$ cat src/rtl/mem_arbiter_pkg.sv
// Shared types, constants and helpers for the I/D main-memory arbiter.
// Holds the FSM state and owner-tag encodings plus the bank-index bit positions.
package mem_arbiter_pkg;

    localparam int unsigned ADDR_W   = 16;
    localparam int unsigned DATA_W   = 16;
    localparam int unsigned NBANK    = 4;
    localparam int unsigned BANK_LSB = 1;
    localparam int unsigned BANK_MSB = 2;
    localparam int unsigned BANK_W   = BANK_MSB - BANK_LSB + 1;

    typedef enum logic [1:0] {
        ARB    = 2'd0,
        LOCK_I = 2'd1,
        LOCK_D = 2'd2
    } arb_state_e;

    typedef enum logic [1:0] {
        TAG_NONE = 2'd0,
        TAG_I    = 2'd1,
        TAG_D    = 2'd2
    } owner_tag_e;

    typedef struct packed {
        logic              rd;
        logic              wr;
        logic [ADDR_W-1:0] addr;
        logic [DATA_W-1:0] wdata;
        logic              lock;
    } req_t;

    function automatic logic [BANK_W-1:0] bank_of(input logic [ADDR_W-1:0] addr);
        return addr[BANK_MSB:BANK_LSB];
    endfunction

    // Exactly one of rd/wr, memory not stalled and the target bank idle.
    function automatic logic req_ok(input req_t r, input logic [NBANK-1:0] busy,
                                    input logic stall);
        return (r.rd ^ r.wr) & ~stall & ~busy[bank_of(r.addr)];
    endfunction

endpackage

$ cat src/rtl/mem_arbiter_if.sv
// Requester and memory-side signal bundle for mem_arbiter.
// slave = the arbiter's view; master = the environment (caches + memory) view.
interface mem_arbiter_if;
    import mem_arbiter_pkg::*;

    logic              i_rd, i_wr, i_lock, i_grant, i_stall, i_rvalid;
    logic [ADDR_W-1:0] i_addr;
    logic [DATA_W-1:0] i_wdata;

    logic              d_rd, d_wr, d_lock, d_grant, d_stall, d_rvalid;
    logic [ADDR_W-1:0] d_addr;
    logic [DATA_W-1:0] d_wdata;

    logic [DATA_W-1:0] rdata;

    logic              mem_rd, mem_wr;
    logic [ADDR_W-1:0] mem_addr;
    logic [DATA_W-1:0] mem_wdata, mem_rdata;
    logic [NBANK-1:0]  mem_busy;
    logic              mem_stall, mem_err, err;

    modport slave (
        input  i_rd, i_wr, i_addr, i_wdata, i_lock,
        input  d_rd, d_wr, d_addr, d_wdata, d_lock,
        input  mem_rdata, mem_busy, mem_stall, mem_err,
        output i_grant, i_stall, i_rvalid,
        output d_grant, d_stall, d_rvalid,
        output rdata, mem_rd, mem_wr, mem_addr, mem_wdata, err
    );

    modport master (
        output i_rd, i_wr, i_addr, i_wdata, i_lock,
        output d_rd, d_wr, d_addr, d_wdata, d_lock,
        output mem_rdata, mem_busy, mem_stall, mem_err,
        input  i_grant, i_stall, i_rvalid,
        input  d_grant, d_stall, d_rvalid,
        input  rdata, mem_rd, mem_wr, mem_addr, mem_wdata, err
    );

endinterface

$ cat src/rtl/mem_arbiter_rd_tag_pipe.sv
// RD_LAT-deep shift register of read-owner tags; the tail names who gets the returning data.
module mem_arbiter_rd_tag_pipe
    import mem_arbiter_pkg::*;
#(
    parameter int unsigned RD_LAT = 2
) (
    input  logic       clk,
    input  logic       rst,
    input  owner_tag_e tag_in,
    output owner_tag_e tag_out
);

    owner_tag_e stage_q [RD_LAT];

    always_ff @(posedge clk) begin
        if (rst) begin
            for (int unsigned k = 0; k < RD_LAT; k++) stage_q[k] <= TAG_NONE;
        end else begin
            stage_q[0] <= tag_in;
            for (int unsigned k = 1; k < RD_LAT; k++) stage_q[k] <= stage_q[k-1];
        end
    end

    assign tag_out = stage_q[RD_LAT-1];

endmodule

$ cat src/rtl/mem_arbiter.sv
// Arbitrates the I and D cache controllers onto one four-banked memory, one access per cycle.
// Build option MEM_ARB_DFIRST_EN: fixed D-over-I priority in ARB instead of round-robin.
module mem_arbiter
    import mem_arbiter_pkg::*;
#(
    parameter int unsigned RD_LAT = 2
) (
    input logic          clk,
    input logic          rst,
    mem_arbiter_if.slave bus
);

    req_t              i_r, d_r;
    logic              i_req, d_req, i_ill, d_ill, i_ok, d_ok;
    logic              arb_i, arb_d, hold_i, hold_d;
    logic              gnt_i, gnt_d;
    arb_state_e        state_q, state_d;
    logic [ADDR_W-1:0] addr_q, mem_addr_c;
    logic [DATA_W-1:0] wdata_q, mem_wdata_c;
    owner_tag_e        tag_push, tag_tail;

    assign i_r = '{rd: bus.i_rd, wr: bus.i_wr, addr: bus.i_addr, wdata: bus.i_wdata, lock: bus.i_lock};
    assign d_r = '{rd: bus.d_rd, wr: bus.d_wr, addr: bus.d_addr, wdata: bus.d_wdata, lock: bus.d_lock};

    assign i_req = i_r.rd | i_r.wr;
    assign d_req = d_r.rd | d_r.wr;
    assign i_ill = i_r.rd & i_r.wr;
    assign d_ill = d_r.rd & d_r.wr;
    assign i_ok  = req_ok(i_r, bus.mem_busy, bus.mem_stall);
    assign d_ok  = req_ok(d_r, bus.mem_busy, bus.mem_stall);

`ifdef MEM_ARB_DFIRST_EN
    assign arb_d = d_ok;
    assign arb_i = i_ok & ~d_ok;
`else
    logic ptr_d_q;  // 1: D wins the next tie

    assign arb_i = i_ok & (~d_ok | ~ptr_d_q);
    assign arb_d = d_ok & (~i_ok | ptr_d_q);

    always_ff @(posedge clk) begin
        if (rst)                ptr_d_q <= 1'b0;
        else if (gnt_i | gnt_d) ptr_d_q <= gnt_i;
    end
`endif

    // The owner keeps memory only while its lock stays high; lock low arbitrates normally.
    assign hold_i = (state_q == LOCK_I) && i_r.lock;
    assign hold_d = (state_q == LOCK_D) && d_r.lock;

    always_ff @(posedge clk) begin
        if (rst) begin
            state_q <= ARB;
            addr_q  <= '0;
            wdata_q <= '0;
        end else begin
            state_q <= state_d;
            addr_q  <= mem_addr_c;
            wdata_q <= mem_wdata_c;
        end
    end

    always_comb begin
        state_d = state_q;
        gnt_i   = 1'b0;
        gnt_d   = 1'b0;
        if (hold_i) begin
            gnt_i = i_ok;
        end else if (hold_d) begin
            gnt_d = d_ok;
        end else begin
            gnt_i   = arb_i;
            gnt_d   = arb_d;
            state_d = ARB;
            if (gnt_i && i_r.lock)      state_d = LOCK_I;
            else if (gnt_d && d_r.lock) state_d = LOCK_D;
        end
        if (rst) begin
            gnt_i = 1'b0;
            gnt_d = 1'b0;
        end
    end

    // Memory bus follows the winner; address/data hold their last value when idle.
    always_comb begin
        mem_addr_c  = addr_q;
        mem_wdata_c = wdata_q;
        tag_push    = TAG_NONE;
        if (gnt_i) begin
            mem_addr_c  = i_r.addr;
            mem_wdata_c = i_r.wdata;
            if (i_r.rd) tag_push = TAG_I;
        end else if (gnt_d) begin
            mem_addr_c  = d_r.addr;
            mem_wdata_c = d_r.wdata;
            if (d_r.rd) tag_push = TAG_D;
        end
        if (rst) begin
            mem_addr_c  = '0;
            mem_wdata_c = '0;
        end
    end

    mem_arbiter_rd_tag_pipe #(.RD_LAT(RD_LAT)) u_tag_pipe (
        .clk     (clk),
        .rst     (rst),
        .tag_in  (tag_push),
        .tag_out (tag_tail)
    );

    assign bus.i_grant   = gnt_i;
    assign bus.d_grant   = gnt_d;
    assign bus.i_stall   = ~rst & i_req & ~gnt_i;
    assign bus.d_stall   = ~rst & d_req & ~gnt_d;
    assign bus.mem_rd    = (gnt_i & i_r.rd) | (gnt_d & d_r.rd);
    assign bus.mem_wr    = (gnt_i & i_r.wr) | (gnt_d & d_r.wr);
    assign bus.mem_addr  = mem_addr_c;
    assign bus.mem_wdata = mem_wdata_c;
    assign bus.i_rvalid  = ~rst & (tag_tail == TAG_I);
    assign bus.d_rvalid  = ~rst & (tag_tail == TAG_D);
    assign bus.rdata     = rst ? '0 : bus.mem_rdata;
    assign bus.err       = ~rst & (bus.mem_err | i_ill | d_ill);

endmodule

$ cat src/flat_wrapper.sv
// flat-port wrapper written by rule: the top's interface ports become plain ports
module mem_arbiter_flat import mem_arbiter_pkg::*;
#(
    parameter int unsigned RD_LAT = 2
)
  (clk, rst, bus_i_rd, bus_i_wr, bus_i_addr, bus_i_wdata, bus_i_lock, bus_d_rd, bus_d_wr, bus_d_addr, bus_d_wdata, bus_d_lock, bus_mem_rdata, bus_mem_busy, bus_mem_stall, bus_mem_err, bus_i_grant, bus_i_stall, bus_i_rvalid, bus_d_grant, bus_d_stall, bus_d_rvalid, bus_rdata, bus_mem_rd, bus_mem_wr, bus_mem_addr, bus_mem_wdata, bus_err);
  mem_arbiter_if bus_i ();
  input logic clk;
  input logic rst;
  input wire logic [$bits(bus_i.i_rd)-1:0] bus_i_rd;
  input wire logic [$bits(bus_i.i_wr)-1:0] bus_i_wr;
  input wire logic [$bits(bus_i.i_addr)-1:0] bus_i_addr;
  input wire logic [$bits(bus_i.i_wdata)-1:0] bus_i_wdata;
  input wire logic [$bits(bus_i.i_lock)-1:0] bus_i_lock;
  input wire logic [$bits(bus_i.d_rd)-1:0] bus_d_rd;
  input wire logic [$bits(bus_i.d_wr)-1:0] bus_d_wr;
  input wire logic [$bits(bus_i.d_addr)-1:0] bus_d_addr;
  input wire logic [$bits(bus_i.d_wdata)-1:0] bus_d_wdata;
  input wire logic [$bits(bus_i.d_lock)-1:0] bus_d_lock;
  input wire logic [$bits(bus_i.mem_rdata)-1:0] bus_mem_rdata;
  input wire logic [$bits(bus_i.mem_busy)-1:0] bus_mem_busy;
  input wire logic [$bits(bus_i.mem_stall)-1:0] bus_mem_stall;
  input wire logic [$bits(bus_i.mem_err)-1:0] bus_mem_err;
  output wire logic [$bits(bus_i.i_grant)-1:0] bus_i_grant;
  output wire logic [$bits(bus_i.i_stall)-1:0] bus_i_stall;
  output wire logic [$bits(bus_i.i_rvalid)-1:0] bus_i_rvalid;
  output wire logic [$bits(bus_i.d_grant)-1:0] bus_d_grant;
  output wire logic [$bits(bus_i.d_stall)-1:0] bus_d_stall;
  output wire logic [$bits(bus_i.d_rvalid)-1:0] bus_d_rvalid;
  output wire logic [$bits(bus_i.rdata)-1:0] bus_rdata;
  output wire logic [$bits(bus_i.mem_rd)-1:0] bus_mem_rd;
  output wire logic [$bits(bus_i.mem_wr)-1:0] bus_mem_wr;
  output wire logic [$bits(bus_i.mem_addr)-1:0] bus_mem_addr;
  output wire logic [$bits(bus_i.mem_wdata)-1:0] bus_mem_wdata;
  output wire logic [$bits(bus_i.err)-1:0] bus_err;
  assign bus_i.i_rd = bus_i_rd;
  assign bus_i.i_wr = bus_i_wr;
  assign bus_i.i_addr = bus_i_addr;
  assign bus_i.i_wdata = bus_i_wdata;
  assign bus_i.i_lock = bus_i_lock;
  assign bus_i.d_rd = bus_d_rd;
  assign bus_i.d_wr = bus_d_wr;
  assign bus_i.d_addr = bus_d_addr;
  assign bus_i.d_wdata = bus_d_wdata;
  assign bus_i.d_lock = bus_d_lock;
  assign bus_i.mem_rdata = bus_mem_rdata;
  assign bus_i.mem_busy = bus_mem_busy;
  assign bus_i.mem_stall = bus_mem_stall;
  assign bus_i.mem_err = bus_mem_err;
  assign bus_i_grant = bus_i.i_grant;
  assign bus_i_stall = bus_i.i_stall;
  assign bus_i_rvalid = bus_i.i_rvalid;
  assign bus_d_grant = bus_i.d_grant;
  assign bus_d_stall = bus_i.d_stall;
  assign bus_d_rvalid = bus_i.d_rvalid;
  assign bus_rdata = bus_i.rdata;
  assign bus_mem_rd = bus_i.mem_rd;
  assign bus_mem_wr = bus_i.mem_wr;
  assign bus_mem_addr = bus_i.mem_addr;
  assign bus_mem_wdata = bus_i.mem_wdata;
  assign bus_err = bus_i.err;
  mem_arbiter #(.RD_LAT(RD_LAT)) u_core (.clk(clk), .rst(rst), .bus(bus_i));
endmodule
$ cat config.mk
export PLATFORM = sky130hd
export DESIGN_NAME = mem_arbiter_flat
export DESIGN_NICKNAME = d
export VERILOG_FILES = /design/src/rtl/mem_arbiter_pkg.sv /design/src/rtl/mem_arbiter_if.sv /design/src/rtl/mem_arbiter_rd_tag_pipe.sv /design/src/rtl/mem_arbiter.sv /design/src/flat_wrapper.sv
export SDC_FILE = /design/constraint.sdc
export NUM_CORES = 1
export LEC_CHECK = 0
export CAP_MARGIN = 20
export CORE_UTILIZATION = 34
export CTS_CLUSTER_SIZE = 10
export DETAILED_ROUTE_END_ITERATION = 10
export PLACE_DENSITY = 0.88
export SYNTH_ARGS = -nofsm -noshare
export SYNTH_HDL_FRONTEND = slang
export SYNTH_SLANG_ARGS = --single-unit
export TNS_END_PERCENT = 50
$ cat constraint.sdc
create_clock -name clk -period 4.9 [get_ports clk]
set_input_delay 1.47 -clock clk [delete_from_list [all_inputs] [get_ports clk]]
set_output_delay 1.47 -clock clk [all_outputs]
set_load 0.02 [all_outputs]
==> summary.txt <==
status: complete, but fails checks
failing checks: negative setup slack
sequential fraction of the synthesis area: 30.80%
Residual DRC: 0
vias: 3825
clock power share: 27.0%
worst vdd ir: 175.2 uV
syn_area_per_cell: 8.535 um^2
largest net degree at the start of global routing: 57
fin nets: 623
PwrDens: 204.0 mW/mm^2
Power Internal: 0.8594 mW
row cnt: 31
maxcap violations: 0
P_leak: 2.347 nW
clk buf depth: 2
IO Pins: 151
Worst setup EP type: output port
crit path launch type: primary input
Synth Flop Type: dfxtp_1
Net Sw Frac: 32.63%
fillers: 335
WP data arrival: 4.04 ns
hpwl dp: 7184 um
Final Skew: 0.009083 ns
Total Routing Usage GR: 35.68%
clock sinks: 39
fin crit share: 112.4%
starting density of the core: 35.14%
area leader, netlist: dfxtp_1
initial antenna violation count: 0
hold endpoint: u_core.u_tag_pipe.stage_q[0][2]
Critical R2R Launch: u_core.state_q[0]
Routed wire per std cell: 25.00 um
unrepaired setup endpoints after global routing: true
Hold Path Stages: 1
syn nets: 395
DRT Wirelength: 15630 um
share of cells above drive strength 1: 50.19%
die area: 0.007805 mm^2
TritonRoute pass-1 iters: 5
Layout area overhead: 146.6%
DIE HEIGHT: 88.35 um
Sequential Power Share: 27.9%
area post-placement: 0.005137 mm^2
grt total ovfl: 0
PortBufs: 150
Setup CP Type: in -> out
hold buffers post-CTS: 0
max_slew headroom: 41.99%
Area contributors post-synth: dfxtp_1 (31%), a311oi_1 (22%), or3b_1 (11%)
HP Class: reg -> reg
cell depth of the worst flop-to-flop path: 9
Sw Pwr: 0.4162 mW
yosys warns: 0
Slew Viols, Final: 0
Detail Route Antenna Nets: 0
Seq cells post-synth: 39
FF-to-FF setup slack: 2.38 ns
worst hold margin: 0.4564 ns
Tmin final: 5.508 ns
TritonCTS clock tree: built
Die X: 88.35 um
fmax: 0.1815 GHz
Combinational Power Share: 45.1%
starting DRC count in detailed routing: 233
Netlist cell types: 28
ANT cells: 0
RR Endpoint: u_core.addr_q[12]
vias in the first global route: 3920
CP Data Required Time: 3.43 ns
core box area: 0.007214 mm^2
Final WS setup: -0.6082 ns
fin area: 0.006252 mm^2
routability congestion estimate: 0.7569
# setup viols final: 37
Worst Tran Pin Value: 0.8701 ns
Netlist Area Pre-Place: 0.002535 mm^2
Final Hold Fails: 0
Syn Inst Count: 297
CTS root buf: clkbuf_8
CTS Buf Count: 5
Hold Startpoint: u_core.u_tag_pipe.stage_q[0][0]
Skew-Pair Late Insertion Delay: 0.31 ns
Worst-path clk slew: 0.09 ns
Async SR Flop Fraction: 0%
detail-routed via count per cell: 6.120
crit path max fanout: 12
share of the synthesized area in the top cell type: 30.80%
number of flops mapped to enable cells by yosys: 0
first-pass GRT wire length: 20860 um
CTS H-Tree Depth: 2
## power by group through the flow
| stage | combinational (mW) | sequential (mW) | clock (mW) |
|---|---|---|---|
| 2_1_floorplan | 0.233 | 0.352 | 0 |
| 3_3_place_gp | 0.423 | 0.353 | 0 |
| 3_5_place_dp | 0.434 | 0.354 | 0 |
| 4_1_cts | 0.532 | 0.351 | 0.332 |
| 5_1_grt | 0.595 | 0.356 | 0.359 |
| 6_report | 0.575 | 0.356 | 0.345 |
## worst max-delay path by stage
| stage | slack, ns | end | start | depth (start not counted) |
|---|---|---|---|---|
| floorplan | -0.12 | bus_mem_wdata[10] | bus_i_addr[1] | 7 |
| finish | -0.61 | bus_mem_addr[12] | bus_d_addr[1] | 9 |
| CTS | -0.50 | bus_mem_addr[0] | bus_d_addr[1] | 9 |
| global route | -0.65 | bus_mem_addr[12] | bus_d_rd | 11 |
| global placement | -1.18 | bus_mem_wdata[15] | bus_d_addr[1] | 7 |
| detailed placement | -1.22 | bus_mem_wdata[15] | bus_d_addr[1] | 7 |
## metal layers
metal	global-route usage, %	routed length [um]	vias to the layer above
li1	-	-	1652
met1	37.95	5596	1878
met2	65.24	8006	228
met3	7.463	1143	67
met4	20.23	880	0
met5	0	0	-
## sequential cells by signal (all words and copies together) (netlist names)
signal,cells
u_core.addr_q,16
u_core.ptr_d_q,1
u_core.state_q,2
u_core.u_tag_pipe.stage_q,4
u_core.wdata_q,16
## metrics by stage
stage | instances | total power, mW | utilization, % | setup TNS, ns | worst slack, ns
6_report | 625 | 1.276 | 86.66 | -11.25 | -0.6082
5_1_grt | 625 | 1.309 | 86.66 | -13.37 | -0.6504
4_1_cts | 620 | 1.215 | 84.89 | -9.985 | -0.4951
3_5_place_dp | 575 | 0.7884 | 71.21 | -42.53 | -1.222
3_3_place_gp | 575 | 0.7764 | 71.21 | -41.33 | -1.182
2_1_floorplan | 297 | 0.5852 | - | -3.324 | -0.1161
## worst max-delay path, cell delays in order
cell and delay [ns]:
buf_6 0.08, mux4_2 0.51, or4_4 0.60, buf_12 0.17, buf_12 0.12, bufbuf_16 0.28
o21ai_1 0.42, a311oi_4 0.21, buf_6 0.18
## placed cells by master, fill, tap and decap left out, types with 2 or more instances in the layout
cell type / count
a311oi_1: 32
a311oi_4: 32
and3b_1: 2
buf_12: 12
buf_16: 5
buf_2: 3
buf_4: 81
buf_6: 44
buf_8: 3
bufbuf_16: 6
bufinv_16: 2
clkbuf_8: 5
clkdlybuf4s50_1: 97
dfxtp_1: 39
dlygate4sd2_1: 7
ha_1: 3
inv_1: 4
inv_2: 2
mux4_2: 2
nor2_1: 4
nor2b_1: 18
nor3_1: 34
nor3_4: 3
nor3b_1: 2
o21ai_1: 11
o21ai_2: 16
o21ai_4: 4
or3b_4: 33
## cells by family after synthesis
group / count (synthesis) / synth area share, %
flops: 39 / 30.80
compound gates: 102 / 30.21
fa+ha+maj: 4 / 1.974
buf+inv: 44 / 7.404
simple gates: 106 / 27.84
mux: 2 / 1.777
## cells in the mapped netlist, drive strengths merged, types with 2 or more instances
cell,instances
and3b,3
mux4,2
a311oi,64
inv,6
buf,8
nor2b,18
dfxtp,39
ha,4
or3b,33
nor2,5
nor3b,3
nor3,38
clkbuf,30
o21ai,32
## final cells by class
class                      instances  area, um^2  share of cell area, %
clock buffer                       5       68.82                  1.101
clock inverter                     3       67.56                  1.081
inverter                           6       22.52                 0.3602
multi-input combinational        214        2407                  38.50
sequential                        39       780.7                  12.49
tap                               99       123.9                  1.981
timing repair buffer             259        2781                  44.49
## what timing repair did
| item | in CTS | in global routing |
|---|---|---|
| resized for setup | 373 | 22 |
| endpoints found under the hold margin | 0 | 0 |
| gates cloned | 11 | 0 |
| buffers inserted | 27 | 5 |
| pin swaps | 23 | 20 |
| setup endpoints to repair | 38 | 38 |
No activity file was read; power rests on OpenSTA's default activity.
